[config.mk]
export PLATFORM = sky130hd
export DESIGN_NAME = uart_mem_loader_flat
export DESIGN_NICKNAME = d
export VERILOG_FILES = /design/src/rtl/uart_mem_loader_pkg.sv /design/src/rtl/uart_mem_loader_if.sv /design/src/rtl/uart_mem_loader_timeout_ctr.sv /design/src/rtl/uart_mem_loader.sv /design/src/flat_wrapper.sv
export SDC_FILE = /design/constraint.sdc
export NUM_CORES = 1
export LEC_CHECK = 0
export BUFFER_PORTS_ARGS = -buffer_cell sky130_fd_sc_hd__buf_2
export CORE_UTILIZATION = 35
export CTS_CLUSTER_DIAMETER = 150
export CTS_CLUSTER_SIZE = 24
export DETAILED_ROUTE_END_ITERATION = 10
export GPL_TIMING_DRIVEN = 0
export PLACE_DENSITY = 0.64
export SLEW_MARGIN = 20
export SYNTH_ARGS = -nofsm -noshare
export SYNTH_HDL_FRONTEND = slang
export SYNTH_SLANG_ARGS = --single-unit
[constraint.sdc]
create_clock -name clk -period 6.8 [get_ports clk]
set_input_delay 1.36 -clock clk [delete_from_list [all_inputs] [get_ports clk]]
set_output_delay 1.36 -clock clk [all_outputs]
set_load 0.03 [all_outputs]
[src/rtl/uart_mem_loader_pkg.sv]
// Shared definitions for the UART memory boot loader.
//  - state_t   : loader FSM encoding
//  - WE_*      : Memory write-enable codes used by the loader
//  - SYNC_BYTE_DEF : default frame start marker
package uart_mem_loader_pkg;

    typedef enum logic [2:0] {
        ST_IDLE,
        ST_LEN0,
        ST_LEN1,
        ST_DATA,
        ST_CHK,
        ST_DONE,
        ST_ERR
    } state_t;

    localparam logic [1:0] WE_NONE = 2'b00;
    localparam logic [1:0] WE_WORD = 2'b01;

    localparam logic [7:0] SYNC_BYTE_DEF = 8'hA5;

endpackage

[src/rtl/uart_mem_loader_if.sv]
// Memory write-port bundle (WE/ADDR/WD).
//  master : drives we/addr/wd (core side, or the loader's output towards Memory)
//  slave  : receives we/addr/wd
interface uart_mem_loader_if #(
    parameter int ADDR_WIDTH = 32
);
    logic [1:0]            we;
    logic [ADDR_WIDTH-1:0] addr;
    logic [31:0]           wd;

    modport master (output we, addr, wd);
    modport slave  (input  we, addr, wd);
endinterface

[src/rtl/uart_mem_loader_timeout_ctr.sv]
// Idle-cycle counter for the loader.
//  clk, rst_n : clock, asynchronous active-low reset
//  clear      : force the count back to zero (highest priority)
//  enable     : count one cycle when not cleared
//  expired    : count has reached TERMINAL; the count saturates there
module loader_timeout_ctr #(
    parameter int unsigned TERMINAL = 100000
) (
    input  logic clk,
    input  logic rst_n,
    input  logic clear,
    input  logic enable,
    output logic expired
);
    localparam int CW = $clog2(TERMINAL + 1);

    logic [CW-1:0] cnt_q, cnt_d;

    assign expired = (cnt_q >= CW'(TERMINAL));

    always_comb begin
        cnt_d = cnt_q;
        if (clear) begin
            cnt_d = '0;
        end else if (enable && !expired) begin
            cnt_d = cnt_q + CW'(1);
        end
    end

    always_ff @(posedge clk or negedge rst_n) begin
        if (!rst_n) cnt_q <= '0;
        else        cnt_q <= cnt_d;
    end
endmodule

[src/rtl/uart_mem_loader.sv]
// UART boot loader in front of the Memory write port.
// Frame: SYNC, LEN_LO, LEN_HI (word count N), 4*N payload bytes LSB first
// [, 8-bit sum of payload bytes when LOADER_CHECKSUM_EN is defined].
// Ports:
//  clk, rst_n          clock, asynchronous active-low reset
//  rx_data, rx_valid   received byte and its one-cycle strobe
//  core (slave)        core write port (we/addr/wd)
//  mem  (master)       Memory write port, muxed between loader and core
//  core_hold           1 = loader owns the Memory port, core held
//  load_done           last frame completed
//  load_error          last frame aborted (length, timeout, checksum)
// Optional feature macro: LOADER_CHECKSUM_EN
module uart_mem_loader
    import uart_mem_loader_pkg::*;
#(
    parameter int                    ADDR_WIDTH     = 32,
    parameter logic [ADDR_WIDTH-1:0] LOAD_BASE      = '0,
    parameter int                    MAX_WORDS      = 64,
    parameter int                    TIMEOUT_CYCLES = 100000,
    parameter logic [7:0]            SYNC_BYTE      = SYNC_BYTE_DEF
) (
    input  logic                clk,
    input  logic                rst_n,
    input  logic [7:0]          rx_data,
    input  logic                rx_valid,
    uart_mem_loader_if.slave    core,
    uart_mem_loader_if.master   mem,
    output logic                core_hold,
    output logic                load_done,
    output logic                load_error
);
    localparam logic [15:0] MAX_N = 16'(MAX_WORDS);

    state_t                state_q, state_d;
    logic [15:0]           len_q, len_d;
    logic [15:0]           word_cnt_q, word_cnt_d;
    logic [1:0]            byte_cnt_q, byte_cnt_d;
    logic [31:0]           word_q, word_d;
    logic [1:0]            we_q, we_d;
    logic [ADDR_WIDTH-1:0] addr_q, addr_d;
    logic [31:0]           wd_q, wd_d;
`ifdef LOADER_CHECKSUM_EN
    logic [7:0]            sum_q, sum_d;
`endif

    logic        active;
    logic        expired;
    logic [15:0] len_new;
    logic [31:0] word_next;

    assign active    = (state_q == ST_LEN0) || (state_q == ST_LEN1) ||
                       (state_q == ST_DATA) || (state_q == ST_CHK);
    assign len_new   = {rx_data, len_q[7:0]};
    assign word_next = {rx_data, word_q[31:8]};

    loader_timeout_ctr #(
        .TERMINAL (TIMEOUT_CYCLES)
    ) u_timeout (
        .clk     (clk),
        .rst_n   (rst_n),
        .clear   (rx_valid || (state_d != state_q) || !active),
        .enable  (active),
        .expired (expired)
    );

    always_comb begin
        state_d    = state_q;
        len_d      = len_q;
        word_cnt_d = word_cnt_q;
        byte_cnt_d = byte_cnt_q;
        word_d     = word_q;
        we_d       = WE_NONE;
        addr_d     = addr_q;
        wd_d       = wd_q;
`ifdef LOADER_CHECKSUM_EN
        sum_d      = sum_q;
`endif
        // A write cycle while still in DATA means more words follow; the last
        // word leaves DATA on its 4th byte, so the address never passes the
        // final word slot.
        if (we_q == WE_WORD && state_q == ST_DATA) begin
            addr_d = addr_q + ADDR_WIDTH'(4);
        end

        unique case (state_q)
            ST_IDLE, ST_DONE, ST_ERR: begin
                if (rx_valid && rx_data == SYNC_BYTE) begin
                    state_d    = ST_LEN0;
                    addr_d     = LOAD_BASE;
                    word_cnt_d = '0;
                    byte_cnt_d = '0;
`ifdef LOADER_CHECKSUM_EN
                    sum_d      = '0;
`endif
                end
            end
            ST_LEN0: begin
                if (rx_valid) begin
                    len_d   = {8'h00, rx_data};
                    state_d = ST_LEN1;
                end else if (expired) begin
                    state_d = ST_ERR;
                end
            end
            ST_LEN1: begin
                if (rx_valid) begin
                    len_d = len_new;
                    if (len_new == 16'd0)       state_d = ST_DONE;
                    else if (len_new > MAX_N)   state_d = ST_ERR;
                    else                        state_d = ST_DATA;
                end else if (expired) begin
                    state_d = ST_ERR;
                end
            end
            ST_DATA: begin
                if (rx_valid) begin
                    byte_cnt_d = byte_cnt_q + 2'd1;
                    word_d     = word_next;
`ifdef LOADER_CHECKSUM_EN
                    sum_d      = sum_q + rx_data;
`endif
                    if (byte_cnt_q == 2'd3) begin
                        we_d       = WE_WORD;
                        wd_d       = word_next;
                        word_cnt_d = word_cnt_q + 16'd1;
                        if (word_cnt_q + 16'd1 == len_q) begin
`ifdef LOADER_CHECKSUM_EN
                            state_d = ST_CHK;
`else
                            state_d = ST_DONE;
`endif
                        end
                    end
                end else if (expired) begin
                    state_d = ST_ERR;
                end
            end
`ifdef LOADER_CHECKSUM_EN
            ST_CHK: begin
                if (rx_valid) begin
                    state_d = (rx_data == sum_q) ? ST_DONE : ST_ERR;
                end else if (expired) begin
                    state_d = ST_ERR;
                end
            end
`endif
            default: state_d = ST_IDLE;
        endcase
    end

    always_ff @(posedge clk or negedge rst_n) begin
        if (!rst_n) begin
            state_q    <= ST_IDLE;
            len_q      <= '0;
            word_cnt_q <= '0;
            byte_cnt_q <= '0;
            word_q     <= '0;
            we_q       <= WE_NONE;
            addr_q     <= LOAD_BASE;
            wd_q       <= '0;
`ifdef LOADER_CHECKSUM_EN
            sum_q      <= '0;
`endif
        end else begin
            state_q    <= state_d;
            len_q      <= len_d;
            word_cnt_q <= word_cnt_d;
            byte_cnt_q <= byte_cnt_d;
            word_q     <= word_d;
            we_q       <= we_d;
            addr_q     <= addr_d;
            wd_q       <= wd_d;
`ifdef LOADER_CHECKSUM_EN
            sum_q      <= sum_d;
`endif
        end
    end

    // The final word's write cycle happens after DONE is entered, so the
    // loader keeps the port until that write has been issued.
    assign core_hold  = (state_q != ST_DONE) || (we_q == WE_WORD);
    assign load_done  = (state_q == ST_DONE) && (we_q == WE_NONE);
    assign load_error = (state_q == ST_ERR);

    assign mem.we   = core_hold ? we_q   : core.we;
    assign mem.addr = core_hold ? addr_q : core.addr;
    assign mem.wd   = core_hold ? wd_q   : core.wd;
endmodule

[src/flat_wrapper.sv]
// flat-port wrapper written by rule: the top's interface ports become plain ports
module uart_mem_loader_flat import uart_mem_loader_pkg::*;
#(
    parameter int                    ADDR_WIDTH     = 32,
    parameter logic [ADDR_WIDTH-1:0] LOAD_BASE      = '0,
    parameter int                    MAX_WORDS      = 64,
    parameter int                    TIMEOUT_CYCLES = 100000,
    parameter logic [7:0]            SYNC_BYTE      = SYNC_BYTE_DEF
)
  (clk, rst_n, rx_data, rx_valid, core_hold, load_done, load_error, core_we, core_addr, core_wd, mem_we, mem_addr, mem_wd);
  uart_mem_loader_if #(.ADDR_WIDTH(ADDR_WIDTH)) core_i ();
  uart_mem_loader_if #(.ADDR_WIDTH(ADDR_WIDTH)) mem_i ();
  input  logic clk;
  input  logic rst_n;
  input  logic [7:0] rx_data;
  input  logic rx_valid;
  output logic core_hold;
  output logic load_done;
  output logic load_error;
  input wire logic [$bits(core_i.we)-1:0] core_we;
  input wire logic [$bits(core_i.addr)-1:0] core_addr;
  input wire logic [$bits(core_i.wd)-1:0] core_wd;
  output wire logic [$bits(mem_i.we)-1:0] mem_we;
  output wire logic [$bits(mem_i.addr)-1:0] mem_addr;
  output wire logic [$bits(mem_i.wd)-1:0] mem_wd;
  assign core_i.we = core_we;
  assign core_i.addr = core_addr;
  assign core_i.wd = core_wd;
  assign mem_we = mem_i.we;
  assign mem_addr = mem_i.addr;
  assign mem_wd = mem_i.wd;
  uart_mem_loader #(.ADDR_WIDTH(ADDR_WIDTH), .LOAD_BASE(LOAD_BASE), .MAX_WORDS(MAX_WORDS), .TIMEOUT_CYCLES(TIMEOUT_CYCLES), .SYNC_BYTE(SYNC_BYTE)) u_core (.clk(clk), .rst_n(rst_n), .rx_data(rx_data), .rx_valid(rx_valid), .core(core_i), .mem(mem_i), .core_hold(core_hold), .load_done(load_done), .load_error(load_error));
endmodule
==> summary.txt, run 1 <==
Place
  • Dpl cell area: 0.00874 mm2
  • Placed cells: 1,258
  • RePlAce Congestion: slightly below 0.9
  • # port buffers: 145
  • DPL Wire Length: 14,200 um

Yosys
  • Number of flops mapped to enable cells by yosys: 0
  • Compound-Gate Fraction of Synth Area: 0.0849
  • Post-Synth XOR/XNOR Area: 0.0689
  • Mapped Area: around 0.0076 mm2
  • Sequential element share of the synthesized area: 0.462
  • Yosys top cell area share: 0.462
  • Synth area leader: dfrtp_1
  • Synth area leaders: dfrtp_1 (46%), mux2_2 (10%), nand2_1 (10%)
  • Ys async rst share: 1.00
  • Mux cell area share after synthesis: 0.104
  • Synth Area in Simple Gates: 0.239
  • Warnings from Yosys: 0
  • Net Count, Synth: 919
  • Syn Inst Count: 837
  • Largest family of logic cells by synthesized area: simple AND/OR/NAND/NOR gates
  • Top_reg_cell synth: dfrtp_1
  • Yosys reg bits: 141
  • Mean Syn Cell Area: 9.12 um2
  • Count of cell types in the netlist: 51
  • Synth Area in Adders: 0.00820

Power and ir drop
  • Maximum vdd drop: 0.159 mV
  • Total power divided by cell area: 332 mW/mm2
  • Static Leak: around 4.3 nW
  • Total power draw: 3.10 mW

Layout
  • Area grow syn2layout: 22.2%
  • Post-layout nets: 1,084
  • Fraction of layout cells with a size suffix above 1: 0.250
  • Layout Cells excl Fill: roughly 1.3k
  • Diode count: 0
  • Finished Cell Area: 0.00932 mm2
  • Fill count: 2,077

Timing
  • Max Fclk: roughly 0.20 GHz
  • Share of the clock period used by the worst path: 0.737
  • Final setup violation count: 0
  • Final Hold Viols: 0
  • Min Tclk post-route: 5.01 ns
  • Worst hold slack: 0.463 ns
  • RSZ-0062 raised after global routing: false
  • Worst slew pin tran: 0.928 ns
  • Clock Skews: 0.00875 ns
  • Sum of negative setup slack: 0 ns
  • Final Max Slew Viols: 0
  • Max_slew headroom: 0.377

Clocking
  • Post_cts resized: 0
  • Worst-skew pair later-pin latency: 0.43 ns
  • CTS tree: built
  • Inserted Clock Buffers: 17
  • Clk root buf: clkbuf_16
  • CTS Hold Bufs: 0
  • Worst-path clk slew: 0.06 ns
  • # clock sinks: about 140
  • H-tree depth: 4
  • Clk buf depth: 2
  • Setup bufs post-CTS: 0

Setup path
  • Crit Path Category: flop to output pin
  • Largest stage delay on the critical path: 0.60 ns
  • Cells along the critical path: clkbuf_1 > nor2b_1 > nand2_1 > nor2_1 > clkbuf_1 > clkbuf_1 > mux2_2 > buf_2
  • Worst Path Max Fanout: 10
  • Most used cell, CP: clkbuf_1
  • Crit path max-delay cell type: nor2_1
  • Worst Path Buf+Inv: 4
  • Critical path's top delay family: buffers and inverters
  • WP data required: 5.44 ns
  • Crit. End Element: output pin
  • Worst-case reg-to-reg path depth: 11
  • WP depth: 8
  • WP data arrival: roughly 3.7 ns
  • CP startpoint kind: flop

Global routing
  • Via count of the first global-routing pass: 6,208
  • Initial antenna violation count: 0
  • GR Overflow Total: 0
  • First-pass GRT wire length: 32,000 um
  • Largest net degree at the start of global routing: 86
  • Total global routing track utilization: 0.184

Floorplanning
  • Die ar.: 0.0224 mm2
  • Die Height: 150 um
  • Ports: 146
  • Starting Density: 0.360
  • Core Area: 0.0212 mm2
  • Row cnt: 53
  • Die width: between 100 and 150 um

Routing
  • Drt initial violations: about 390
  • Drt drc: 0
  • WL final: ~20,000 um
  • Vias per cell: a little over 5
  • DRT antenna net count: 0
  • Drt wl/cell: 15.5 um
  • Drt pass-1 iters: 4
  • Via count: between 6k and 7k

Flow run
  • Max Cap Viol: 0

Status
  • Status: finished clean

Min path
  • Hold depth: 2
  • Min-Delay Path Class: flop to flop
==> sequential cells by signal, summed over array words and instances, names as in the netlist, 2 cells and up <==
signal	cells
u_core.word_q	24
u_core.u_timeout.cnt_q	17
u_core.word_cnt_q	16
u_core.addr_q	30
u_core.byte_cnt_q	2
u_core.wd_q	32
u_core.state_q	3
u_core.len_q	16
==> final timing paths <==
path                                        start                         to  slack, ns
worst max-delay path            u_core.state_q[0]               mem_addr[21]       1.79
worst min-delay path             u_core.word_q[8]             u_core.wd_q[0]       0.46
worst max register to register  u_core.state_q[2]       u_core.word_cnt_q[4]       3.64
worst min register to register   u_core.word_q[8]             u_core.wd_q[0]       0.46
max in group asynchronous                   rst_n          u_core.word_q[26]       5.19
min in group asynchronous                   rst_n  u_core.u_timeout.cnt_q[1]       0.85
==> layout by cell type (no fill, tap or decap), types with 3 or more instances in the layout <==
cell type	instances
nand2_1	205
buf_2	144
dfrtp_1	141
mux2_2	69
nor2_1	63
clkbuf_1	48
xor2_1	39
o21ai_0	39
nand4_1	26
nand3_1	22
xnor2_1	21
and3_1	18
a21oi_1	17
clkbuf_16	17
a22o_1	16
nor3_1	13
and4_1	9
nor2b_1	8
nor4_1	8
inv_1	8
or3_1	7
and2_1	6
o31ai_1	5
or4_1	5
ha_1	5
a31oi_1	4
inv_6	4
nand3b_1	3
clkinvlp_4	3
clkinv_4	3
inv_8	3
==> tightest hold or removal path, cell delays in order (launching register included) <==
cell and delay, ns:
dfrtp_1 0.34, nand2_1 0.05, nand2_1 0.05
==> cell usage after synthesis, types with 2 or more instances <==
library cell and n:
mux2i_1 2, a21o_1 2, a22oi_1 2, and2_1 6
nor2_1 63, o21ai_0 39, nor4_1 8, a21oi_1 17
nor2b_1 8, clkbuf_1 48, dfrtp_1 141, and4_1 9
o31ai_1 5, nand3b_1 3, buf_1 2, or3_1 7
nand4_1 26, or4_1 5, a22o_1 16, mux2_2 69
ha_1 5, a31oi_1 4, nor3_1 13, nand2_1 205
nand3_1 22, a41oi_1 2, a211oi_1 2, xor2_1 39
inv_1 8, xnor2_1 21, and3_1 18
==> logic make-up after synthesis <==
kind of cell	Yosys count
adder cells (fa/ha/maj)	5
buffers and inverters	61
flip-flops	141
AO/OA/AOI/OAI	101
multiplexers	71
AND/OR/NAND/NOR	398
XOR/XNOR	60
==> power breakdown <==
part,internal (mW),switching [mW]
Sequential,1.01,0.164
Combinational,0.398,0.589
Clock,0.526,0.406
==> layout make-up <==
type | count | area, um2 | share of cell area
Buffer | 52 | 214 | 0.0229
Clock buffer | 18 | 439 | 0.0471
Clock inverter | 14 | 148 | 0.0158
Inverter | 9 | 33.8 | 0.00362
Multi-Input combinational cell | 635 | 3850 | 0.413
Sequential cell | 141 | 3530 | 0.378
Tap cell | 275 | 344 | 0.0369
Timing Repair Buffer | 146 | 763 | 0.0819
==> layer usage <==
| metal | up-vias | track usage | wire, um |
|---|---|---|---|
| met1 | 3155 | 0.251 | 9460 |
| met4 | 0 | 0.0500 | 225 |
| met2 | 200 | 0.294 | 9120 |
| met5 | - | 0 | 0 |
| li1 | 3226 | - | - |
| met3 | 20 | 0.0375 | 1180 |
==> metrics by stage <==
step                setup slack [ns]  utilization
floorplan                       3.06            -
global placement                2.20        0.410
detailed placement              2.17        0.412
CTS                             1.70        0.439
global route                    1.48        0.439
finish                          1.79        0.439
(Power assumes the default switching activity.)
==> run 2: changes to the inputs <==
- ABC_AREA: default -> 1
- PLACE_DENSITY: 0.64 -> 0.66
- clock period: 6.8 -> 4.2 ns (I/O delays scaled with it)
==> run 2 against run 1 <==
Synthesized area increased by 2.3%. Hold slack got worse by 0.11 ns. Final cell count is 16% higher. Design area increased by 2.0%. Register-to-register slack worse by 2.4 ns. Via count grew 9.2%. Setup slack worse by 1.4 ns. Critical path depth is 3 higher. Non-clock buffer count is 17 lower.
==> summary.txt, run 2 <==
Yosys
  • Count of cell types in the netlist: 41
  • Ys async rst share: 1.00
  • Synth area leader: dfrtp_1
  • Syn Inst Count: 1,042
  • Yosys reg bits: about 140
  • Mapped Area: 0.00780 mm2
  • Warnings from Yosys: 0
  • Most common cell in the synthesized netlist: nand2_1
  • Top cells by count, synth: nand2_1 (351), dfrtp_1 (141), inv_1 (113)
  • Number of flops mapped to enable cells by yosys: 0
  • Net Count, Synth: 1,124
  • Sequential element share of the synthesized area: 0.452
  • Yosys top cell area share: 0.452
  • Mean Syn Cell Area: between 7 and 8 um2
  • Top_reg_cell synth: dfrtp_1
  • Synth area leaders: dfrtp_1 (45%), nand2_1 (17%), o21ai_0 (5.8%)

Status
  • Status: finished clean

Power and ir drop
  • Gate power share: 0.136
  • Total power divided by cell area: roughly 370 mW/mm2
  • Clock share of power: 0.433
  • Maximum vdd drop: 0.159 mV
  • Int Power: around 2.5 mW
  • Switching part of the total: 0.299
  • Part of the power in registers: 0.431
  • Static Leak: 4.89 nW
  • Switch Pwr: approximately 1.0 mW

Setup path
  • Critical path's top delay family: buffers and inverters
  • Worst Path Buf+Inv: 6
  • Most used cell, CP: nand2_1
  • RR Startpoint: u_core.word_cnt_q[0]
  • CP startpoint kind: flop
  • Cells along the critical path: inv_2 > nor2_1 > inv_1 > nor2_1 > nand2_1 > inv_1 > clkbuf_1 > clkbuf_1 > nand2_1 > nand2_1 > buf_2
  • Worst setup path start: u_core.state_q[0]
  • WP data required: around 3.4 ns
  • Largest stage delay on the critical path: 0.48 ns
  • Setup crit end: mem_wd[25]
  • R2R setup slack: 1.27 ns
  • Worst Path Max Fanout: 10
  • WP data arrival: 2.96 ns
  • End of the worst register-to-register path: u_core.u_timeout.cnt_q[2]
  • Crit Path Category: flop to output pin
  • Crit. End Element: output pin
  • Crit path max-delay cell type: clkbuf_1
  • Worst-case reg-to-reg path depth: 19
  • WP depth: 11

Clocking
  • Post_cts resized: 0
  • CTS tree: built
  • CTS Hold Bufs: 0
  • Clk root buf: clkbuf_16
  • Worst-skew pair later-pin latency: 0.43 ns
  • Inserted Clock Buffers: 17
  • Setup bufs post-CTS: 0
  • # clock sinks: 141
  • H-tree depth: 4
  • Worst-path clk slew: 0.06 ns
  • Clk buf depth: 2

Routing
  • DRT antenna net count: 0
  • Via count: approximately 7k
  • Drt drc: 0
  • Drt initial violations: around 340
  • Drt pass-1 iters: 4
  • Drt wl/cell: 13.7 um
  • Vias per cell: 4.81
  • WL final: 20,500 um

Place
  • # port buffers: 145
  • Placed cells: 1,468
  • DPL Wire Length: 15,200 um
  • RePlAce Congestion: ~0.85
  • Dpl cell area: 0.00892 mm2

Global routing
  • Total global routing track utilization: 0.186
  • Initial antenna violation count: 0
  • Via count of the first global-routing pass: 6,792
  • First-pass GRT wire length: 32,900 um
  • GR Overflow Total: 0
  • Largest net degree at the start of global routing: 77

Timing
  • Sum of negative setup slack: 0 ns
  • RSZ-0062 raised after global routing: false
  • Final setup violation count: 0
  • Worst slew pin tran: around 0.62 ns
  • Max_slew headroom: 0.585
  • Final Hold Viols: 0
  • Final Max Slew Viols: 0
  • Clock Skews: 0.0106 ns
  • Share of the clock period used by the worst path: 0.904
  • Min Tclk post-route: 3.80 ns
  • Max Fclk: ~0.26 GHz

Floorplanning
  • Starting Density: 0.358
  • Row cnt: 54
  • Ports: approximately 150
  • Core Area: 0.0218 mm2
  • Die width: 151 um
  • Die Height: 151 um
  • Die ar.: 0.0229 mm2

Layout
  • Largest registers: u_core.wd_q: 32 flops, u_core.addr_q: 30 flops, u_core.word_q: 24 flops
  • Most common cell after layout, fill and taps aside: nand2_1
  • Fill count: 2,171
  • Finished Cell Area: 0.00951 mm2
  • Area grow syn2layout: 21.9%
  • Layout Cells excl Fill: 1,500
  • Max FFs per register: 32
  • Diode count: 0
  • Post-layout nets: approximately 1.3k
  • Fraction of layout cells with a size suffix above 1: 0.192
  • Most frequent cells in the layout: nand2_1 (351), buf_2 (149), dfrtp_1 (141), inv_1 (113), o21ai_0 (90)
  • Most flops, register: u_core.wd_q

Min path
  • Min-Delay Path Class: input pin to async pin

Flow run
  • Max Cap Viol: 0
run 2: changes by cell type after synthesis, moves of 16 or more:
cell      delta
a22o_1      -16
xnor2_1     -16
inv_1      +105
nand3_1     +38
clkbuf_1    -20
o21ai_0     +51
nand2_1    +146
and3_1      -18
mux2_2      -69
run 2: per-layer routing:
layer / vias up / wire (um) / share of wire / GRT usage
met5: - / 0 / 0 / 0
met4: 0 / 394 / 0.019 / 0.0630
met3: 32 / 947 / 0.046 / 0.0331
met2: 162 / 9670 / 0.47 / 0.315
met1: 3353 / 9460 / 0.46 / 0.237
li1: 3663 / - / - / -
run 2: kinds of logic after synthesis:
logic type / share of synthesized area
adders and majority gates: 0.00802
and+or+nand+nor: 0.324
xor gates and xnor gates: 0.0428
buffers and inverters: 0.0773
DFF: 0.452
AOI/OAI and AO/OA: 0.0957
run 2: layout make-up:
cell class	count	area [um2]	share of cell area
repair buffers	146	763	0.0802
inverters	121	454	0.0477
plain buffers	35	149	0.0157
flip-flops and latches	141	3530	0.371
clock buffers	17	425	0.0447
well taps	280	350	0.0368
multi-input cells	745	3670	0.386
clock inverters	15	169	0.0178
run 2: stage by stage:
stage / hold WS (ns) / worst slack, ns / total power [mW] / util
3_5_place_dp: 0.459 / 0.795 / 2.00 / 0.409
4_1_cts: 0.384 / 0.332 / 3.52 / 0.436
5_1_grt: 0.388 / 0.118 / 3.66 / 0.436
2_1_floorplan: 0.442 / 1.39 / 1.83 / -
3_3_place_gp: 0.455 / 0.190 / 1.99 / 0.407
6_report: 0.356 / 0.401 / 3.50 / 0.436
run 2: worst min path at each step:
| stage | slack, ns | end | cells past startpoint | from |
|---|---|---|---|---|
| after detailed placement | 0.46 | u_core.wd_q[2] | 2 | u_core.wd_q[2] |
| after global placement | 0.45 | u_core.wd_q[2] | 2 | u_core.wd_q[2] |
| final | 0.36 | u_core.u_timeout.cnt_q[4] | 1 | rst_n |
| after global routing | 0.39 | u_core.u_timeout.cnt_q[4] | 1 | rst_n |
| after floorplan | 0.44 | u_core.u_timeout.cnt_q[0] | 1 | u_core.u_timeout.cnt_q[0] |
| after CTS | 0.38 | u_core.u_timeout.cnt_q[4] | 1 | rst_n |
run 2: power by group through the flow:
stage	Clock [mW]	Sequential, mW	Combinational (mW)
2_1_floorplan	0	1.51	0.317
3_5_place_dp	0	1.53	0.475
6_report	1.51	1.51	0.474
4_1_cts	1.54	1.51	0.477
3_3_place_gp	0	1.53	0.463
5_1_grt	1.60	1.52	0.536
